<file path="config.mk">
export PLATFORM = sky130hd
export DESIGN_NAME = id_ex_hazard_stage
export DESIGN_NICKNAME = d
export VERILOG_FILES = /design/src/rtl/id_ex_hazard_stage.sv
export SDC_FILE = /design/constraint.sdc
export NUM_CORES = 1
export LEC_CHECK = 0
export CAP_MARGIN = 20
export CELL_PAD_IN_SITES_DETAIL_PLACEMENT = 2
export CELL_PAD_IN_SITES_GLOBAL_PLACEMENT = 2
export CORE_MARGIN = 5
export CORE_UTILIZATION = 20
export CTS_CLUSTER_DIAMETER = 50
export DETAILED_ROUTE_END_ITERATION = 10
export GPL_TIMING_DRIVEN = 1
export PLACE_DENSITY = 0.78
export SLEW_MARGIN = 20
export SYNTH_ARGS = -nofsm -noshare
export SYNTH_HDL_FRONTEND = slang
export SYNTH_SLANG_ARGS = --single-unit
</file>
<file path="constraint.sdc">
create_clock -name clk -period 1.8 [get_ports clk]
set_input_delay 0.36 -clock clk [delete_from_list [all_inputs] [get_ports clk]]
set_output_delay 0.36 -clock clk [all_outputs]
set_load 0.02 [all_outputs]
</file>
<file path="src/rtl/id_ex_hazard_stage.sv">
// ID/EX pipeline register with load-use hazard detection, branch-flush bubbling
// and saturating stall/flush event counters for debug.
module id_ex_hazard_stage #(
  parameter int XLEN  = 32,
  parameter int CNT_W = 16
) (
  input  logic             clk,
  input  logic             rst_n,

  input  logic [6:0]       id_opcode,
  input  logic [4:0]       id_rs1,
  input  logic [4:0]       id_rs2,
  input  logic [4:0]       id_rd,
  input  logic [3:0]       id_funct,
  input  logic [XLEN-1:0]  id_pc,
  input  logic [XLEN-1:0]  id_rdata1,
  input  logic [XLEN-1:0]  id_rdata2,
  input  logic [XLEN-1:0]  id_imm,
  input  logic             id_branch,
  input  logic             id_mem_read,
  input  logic             id_mem_to_reg,
  input  logic             id_mem_write,
  input  logic             id_alu_src,
  input  logic             id_reg_write,
  input  logic [1:0]       id_alu_op,

  input  logic             flush_i,
  input  logic             cnt_clr_i,

  output logic             stall_o,

  output logic [6:0]       ex_opcode,
  output logic [4:0]       ex_rs1,
  output logic [4:0]       ex_rs2,
  output logic [4:0]       ex_rd,
  output logic [3:0]       ex_funct,
  output logic [XLEN-1:0]  ex_pc,
  output logic [XLEN-1:0]  ex_rdata1,
  output logic [XLEN-1:0]  ex_rdata2,
  output logic [XLEN-1:0]  ex_imm,
  output logic             ex_branch,
  output logic             ex_mem_read,
  output logic             ex_mem_to_reg,
  output logic             ex_mem_write,
  output logic             ex_alu_src,
  output logic             ex_reg_write,
  output logic [1:0]       ex_alu_op,
  output logic             ex_valid,

  output logic [CNT_W-1:0] stall_cnt,
  output logic [CNT_W-1:0] flush_cnt
);

  localparam logic [6:0] OP_LUI    = 7'b0110111;
  localparam logic [6:0] OP_AUIPC  = 7'b0010111;
  localparam logic [6:0] OP_JAL    = 7'b1101111;
  localparam logic [6:0] OP_R      = 7'b0110011;
  localparam logic [6:0] OP_STORE  = 7'b0100011;
  localparam logic [6:0] OP_BRANCH = 7'b1100011;

  localparam logic [CNT_W-1:0] CNT_MAX = '1;

  logic uses_rs1;
  logic uses_rs2;
  logic rs1_match;
  logic rs2_match;
  logic hazard;
  logic bubble;

  // Which source registers the ID instruction actually reads.
  always_comb begin
    uses_rs1 = 1'b1;
    uses_rs2 = 1'b0;
    case (id_opcode)
      OP_LUI, OP_AUIPC, OP_JAL: uses_rs1 = 1'b0;
      default:                  uses_rs1 = 1'b1;
    endcase
    case (id_opcode)
      OP_R, OP_STORE, OP_BRANCH: uses_rs2 = 1'b1;
      default:                   uses_rs2 = 1'b0;
    endcase
  end

  assign rs1_match = uses_rs1 && (ex_rd == id_rs1);
  assign rs2_match = uses_rs2 && (ex_rd == id_rs2);
  assign hazard    = ex_valid && ex_mem_read && (ex_rd != 5'd0) && (rs1_match || rs2_match);

  // Stall contract: while stall_o=1 the upstream PC and IF/ID hold, so the
  // same ID instruction is presented again next cycle; flush always wins
  // because a wrong-path instruction must never hold the front end.
  assign stall_o = hazard && !flush_i;
  assign bubble  = flush_i || stall_o;

  // Data and address fields load unconditionally; only control is bubbled.
  always_ff @(posedge clk or negedge rst_n) begin
    if (!rst_n) begin
      ex_opcode <= '0;
      ex_rs1    <= '0;
      ex_rs2    <= '0;
      ex_rd     <= '0;
      ex_funct  <= '0;
      ex_pc     <= '0;
      ex_rdata1 <= '0;
      ex_rdata2 <= '0;
      ex_imm    <= '0;
    end else begin
      ex_opcode <= id_opcode;
      ex_rs1    <= id_rs1;
      ex_rs2    <= id_rs2;
      ex_rd     <= id_rd;
      ex_funct  <= id_funct;
      ex_pc     <= id_pc;
      ex_rdata1 <= id_rdata1;
      ex_rdata2 <= id_rdata2;
      ex_imm    <= id_imm;
    end
  end

  always_ff @(posedge clk or negedge rst_n) begin
    if (!rst_n) begin
      ex_branch     <= 1'b0;
      ex_mem_read   <= 1'b0;
      ex_mem_to_reg <= 1'b0;
      ex_mem_write  <= 1'b0;
      ex_alu_src    <= 1'b0;
      ex_reg_write  <= 1'b0;
      ex_alu_op     <= 2'b00;
      ex_valid      <= 1'b0;
    end else if (bubble) begin
      ex_branch     <= 1'b0;
      ex_mem_read   <= 1'b0;
      ex_mem_to_reg <= 1'b0;
      ex_mem_write  <= 1'b0;
      ex_alu_src    <= 1'b0;
      ex_reg_write  <= 1'b0;
      ex_alu_op     <= 2'b00;
      ex_valid      <= 1'b0;
    end else begin
      ex_branch     <= id_branch;
      ex_mem_read   <= id_mem_read;
      ex_mem_to_reg <= id_mem_to_reg;
      ex_mem_write  <= id_mem_write;
      ex_alu_src    <= id_alu_src;
      ex_reg_write  <= id_reg_write;
      ex_alu_op     <= id_alu_op;
      ex_valid      <= 1'b1;
    end
  end

  // Saturating event counters; clear beats a same-cycle increment.
  always_ff @(posedge clk or negedge rst_n) begin
    if (!rst_n) begin
      stall_cnt <= '0;
      flush_cnt <= '0;
    end else if (cnt_clr_i) begin
      stall_cnt <= '0;
      flush_cnt <= '0;
    end else begin
      if (stall_o && (stall_cnt != CNT_MAX)) begin
        stall_cnt <= stall_cnt + 1'b1;
      end
      if (flush_i && (flush_cnt != CNT_MAX)) begin
        flush_cnt <= flush_cnt + 1'b1;
      end
    end
  end

endmodule
</file>
# --- Yosys cells after proc, flatten, opt, wreduce, memory -nomap -nowiden ---
# Cells that the tools add are included.
word_totals:
  input_bits: 166
  out_inout_bits: 196
  ff_bits: 195
  word_cells: 61
classes:
  n_addsub: 2
  muxes: 14
  n_eq_ne: 10
  n_reduce_logical: 16
op_table:
  columns: ["op", "count"]
  rows:
  - ["16-bit 2-to-1 mux", 4]
  - ["16-bit by 1-bit adder with 16-bit output, second input constant", 2]
  - ["16-bit != test, second input constant", 2]
  - ["7-bit by 6-bit == test with 1-bit output, second input constant", 3]
  - ["7-bit == test, second input constant", 2]
  - ["5-bit == test", 2]
  - ["1-bit 2-to-1 mux", 9]
  - ["1-bit logical AND", 8]
  - ["7-bit by 5-bit == test with 1-bit output, second input constant", 1]
  - ["3-bit OR reduction", 2]
  - ["5-bit nonzero test", 1]
  - ["2-bit nonzero test", 2]
  - ["1-bit logical OR", 2]
  - ["2-bit 2-to-1 mux", 1]
  - ["1-bit logical NOT", 1]

# --- Logic depth before layout (Yosys ltp) ---
# Gate-level depths: netlist (run 1).
depth:
  ltp_word: 10
  ltp_mapped: 8
  depth_no_buf: 7

# --- Worst setup path after synthesis (run 1) ---
# OpenSTA, ideal clock, no wires.
synth_path:
  path_kind: "reg-to-reg"
  startpoint: "register ex_rd[4]"
  endpoint: "register stall_cnt[9]"
  path_slack_ns: -0.273
  stages_incl_launch_ff: 7
  path_buffers: 0
  setup_ns: 0.078
  t_required_ns: 1.722
  t_arrival_ns: 1.994
  period_less_slack_ns: 2.073
  cell_sequence: "dfrtp_1 -> xnor2_1 -> nand4_1 -> nor4_4 -> o211ai_2 -> or4_1 -> a21oi_1"
synth_between:
  elab_chain_len: 7
  word_cells_on_any_way: 11
  cone_classes: "2 x eq/ne; 9 x reduce/logical"
synth_rtl:
  columns: ["item", "line", "source"]
  rows:
  - ["from (decl)", "35", "output logic [4:0] ex_rd,"]
  - ["from (signal assigned)", "110", "ex_rd <= id_rd;"]
  - ["5-bit == test, on equally long branches", "84, 85", null]
  - ["1-bit logical AND, on equally long branches", "84, 85", null]
  - ["1-bit logical OR", "86", "assign hazard = ex_valid && ex_mem_read && (ex_rd != 5'd0) && (rs1_match || rs2_match);"]
  - ["1-bit logical AND *", "86", null]
  - ["1-bit logical AND *", "91", "assign stall_o = hazard && !flush_i;"]
  - ["1-bit logical AND *", "159", "if (stall_o && (stall_cnt != CNT_MAX)) begin"]
  - ["2-bit nonzero test (no source line) *", null, null]
  - ["to (signal assigned)", "160", "stall_cnt <= stall_cnt + 1'b1;"]
  - ["to (decl)", "50", "output logic [CNT_W-1:0] stall_cnt,"]
# Mark *: on every way between the ends. The rest lies on a longest branch, timed or not.
# A chain may end at the register's enable or synchronous reset.

# --- Final worst setup path (run 1) ---
layout_path:
  startpoint: "register ex_rd[1]"
  endpoint: "output stall_o"
layout_between:
  elab_chain_len: 5
  word_cells_on_any_way: 9
  cone_classes: "2 x eq/ne; 7 x reduce/logical"
layout_rtl:
  columns: ["item", "line", "source"]
  rows:
  - ["5-bit == test, on equally long branches", "84, 85", null]
  - ["1-bit logical AND, on equally long branches", "84, 85", null]
  - ["1-bit logical OR", "86", null]
  - ["1-bit logical AND *", "86", null]
  - ["1-bit logical AND *", "91", null]
  - ["to (decl)", "30", "output logic stall_o,"]
# Marks and branches as above.

==> qor.yml, run 1 <==
global_routing:
  grt_overflow_total: 0
  grt_max_degree: 48
  grt_pass1_vias: 5814
  use_met3_pct: 5.137
  grt_pass1_wl_um: 39010
  busiest_layer: "met2"
  met1_usage_pct: 16.84
  grt.total_usage_pct: 15.86
  grt_util_met2_pct: 29.78
  antenna_found_initial: 0
timing:
  hold_viol: 0
  setup_ws_ns: -0.5313
  fin_crit_sh_pct: 129.5
  tightest_slew_ns: 0.4758
  hold_ws_ns: 0.3392
  tns_ns: -8.831
  fmax_mhz: 429.0
  period_minus_slack_ns: 2.331
  setup_violations: 26
  rsz0062_at_grt: "yes"
  slew_headroom_pct: 68.28
  drv_slew: 0
  skew_ns: 0.009381
critical_path:
  cp.depth: 6
  rrSetupSlack_ns: -0.52
  cpMaxStageDelayCell: "dfrtp_2"
  worst-path-buf-inv: 2
  cp_data_required_time_ns: 1.44
  startpoint: "ex_rd[1]"
  cp_top_family: "simple AND/OR/NAND/NOR gates"
  path_class: "flip-flop to output pin"
  arrival_ns: 1.97
  critPathCaptureType: "output pin"
  path_cells: "or3_1 -> o311a_1 -> and2_4 -> o21ai_4 -> inv_2 -> buf_6"
  r2r-start: "ex_rd[0]"
  crit_path_start_kind: "flip-flop"
  r2r-end: "stall_cnt[10]"
  cp_slowest_stage_delay_ns: 0.41
  crit_fanout: 2
  crit_path_end: "stall_o"
  ff2ff_path_depth: 10
detailed_routing:
  drc: 0
  drtIter0Drc: 109
  ant_nets: 0
  firstDrtPassIters: 4
  vias: 4937
  routed_wl_um: 26410
  avgViaCountPerCell: 3.998
  wl_per_cell_um: 21.38
clocking:
  max-clock-path-buffers: 2
  clock_latency_ns: 0.45
  cts_tree: "built"
  htree_levels: 4
  cts_buffers: 17
  clk_pin_slew_ns: 0.08
  cts.sinks: 195
  root_buffer: "clkbuf_16"
logic_synthesis:
  syn_nets: 545
  synth_ff_type: "dfrtp_1"
  synth-edff-count: 0
  netlist_area_um2: 5969
  ys_seq_area_share_pct: 81.74
  yosys-top-cells-area: "dfrtp_1 (82%), xor2_1 (2.1%), xnor2_1 (1.6%), nor2_1 (1.6%), or3_1 (1.5%)"
  synthDominantCellAreaShare_pct: 81.74
  synthCells: 377
  avgSynthCellArea_um2: 15.83
  yosysWarnings: 0
  ys_ff_latch: 195
  synth_largest_area_cell: "dfrtp_1"
  synth_cell_type_count: 35
  postSynth.asyncResetShare_pct: 100.0
floorplanning:
  io_pins: 362
  die_x_um: 182.8
  rows: 63
  core_area_um2: 29560
  initial_core_util_pct: 20.19
  dieArea_um2: 33400
  die_h_um: 182.8
job:
  drv_cap: 0
power:
  power.density_nw_per_um2: 849.4
  leakage_nw: 5.476
  ir_drop_v: 0.0005174
  p_total_w: 0.009837
finish:
  drive_above_1_share_pct: 20.24
  syn_to_final_growth_pct: 94.01
  final_util_pct: 39.18
  n_antenna_cell: 0
  nets: 1000
  fillers: 2995
placement:
  io_buffers: 361
  gp_congestion: 0.8800
  dp_hpwl_um: 20660
  dp_slack_ns: -0.9470
status:
  status: "finished with violations"
  violations: "negative setup slack"
min_path:
  hold_class: "primary input to flip-flop"
[cell usage after synthesis, types with 3 or more instances]
| cell type | n |
|---|---|
| a21oi_1 | 14 |
| and2_1 | 9 |
| clkbuf_1 | 3 |
| dfrtp_1 | 195 |
| inv_1 | 6 |
| nand2_1 | 13 |
| nand3_1 | 16 |
| nand4_1 | 7 |
| nor2_1 | 25 |
| nor2b_1 | 3 |
| nor3_1 | 9 |
| o21ai_0 | 3 |
| o21ai_1 | 11 |
| or3_1 | 14 |
| xnor2_1 | 11 |
| xor2_1 | 14 |
[power breakdown]
part           internal, W  leakage (nW)  switching (W)
sequential         0.00457          2.34      0.0000768
combinational     0.000661          2.84       0.000603
clock              0.00208         0.294        0.00185
total              0.00730          5.48        0.00253
[what timing repair did]
item                                    4_1_cts  5_1_grt
endpoints found under the hold margin        40        0
hold buffers                                  1        0
endpoints found under the setup margin      138       83
gates cloned                                  0        0
gates resized for setup                     148       71
pin swaps                                    19       16
setup buffers                                 9        8
[worst register-to-register path, cell delays in order (launching register included)]
cell,delay [ns]
dfrtp_2,0.42
buf_6,0.13
xnor2_2,0.12
nand4_1,0.21
nor4_4,0.30
buf_4,0.21
o211ai_4,0.13
buf_4,0.17
buf_6,0.12
or3_1,0.30
a21oi_1,0.14
[area by class of cell]
class / instances / area, um2 / share of cell area [%]
clock buffers: 20 / 466.7 / 4.030
clock inverters: 12 / 132.6 / 1.145
inverters: 6 / 22.52 / 0.1945
multi-input cells: 171 / 1296 / 11.19
flip-flops and latches: 195 / 4890 / 42.22
well taps: 390 / 488.0 / 4.213
repair buffers: 441 / 4285 / 37.00
[per-stage QoR]
stage | cell area (um2) | instances
after floorplan | 6027 | 377
after global routing | 11580 | 1235
after detailed placement | 10640 | 1188
final | 11580 | 1235
after CTS | 11320 | 1229
after global placement | 10640 | 1188
[metal layers]
layer  up-vias  share of wire [%]
li1       2179                  -
met1      2540                 36
met2       197                 55
met3        21                7.8
met4         0                1.5
met5         -                  0
[placed cells by master (no fill, tap or decap), types with 5 or more instances in the layout]
master and n:
clkdlybuf4s50_1 209, dfrtp_1 187, dlygate4sd2_1 104, buf_4 65, dlymetal6s2s_1 44, nor2_1 24, clkbuf_16 17, nand3_1 13
xor2_1 13, buf_6 12, nand2_1 11, xnor2_1 9, dfrtp_2 8, nand4_1 7, or3_1 7, or3_4 7
a21oi_1 7, o21ai_1 6, a21oi_2 6, nor3_1 5, and2_4 5, inv_1 5
[worst min path at each step]
stage | from | endpoint | depth (start not counted)
final | id_rdata2[1] | ex_rdata2[1] | 1
after CTS | id_rdata1[23] | ex_rdata1[23] | 1
after global placement | rst_n | ex_imm[13] | 1
after floorplan | rst_n | ex_alu_op[0] | 0
after global routing | id_imm[4] | ex_imm[4] | 1
after detailed placement | rst_n | ex_imm[13] | 1
[kinds of logic after synthesis]
logic type	Yosys count	share of synthesized area [%]
flip-flops	195	81.74
AND/OR/NAND/NOR	102	9.013
AO/OA/AOI/OAI	40	4.087
XOR/XNOR	25	3.668
buffers and inverters	11	0.7125
multiplexers	2	0.3563
adder cells (fa/ha/maj)	2	0.4191
Power figures use the tool's default switching activity.
==> run 2: changes to the inputs <==
--- a/config.mk
+++ b/config.mk
@@ -5,7 +5,7 @@
 export SDC_FILE = /design/constraint.sdc
 export NUM_CORES = 1
 export LEC_CHECK = 0
-export CAP_MARGIN = 20
+export CAP_MARGIN = 25
 export CELL_PAD_IN_SITES_DETAIL_PLACEMENT = 2
 export CELL_PAD_IN_SITES_GLOBAL_PLACEMENT = 2
 export CORE_MARGIN = 5
==> results of run 2 <==
No change in the layout: final DEF, timing and power equal those of run 1.
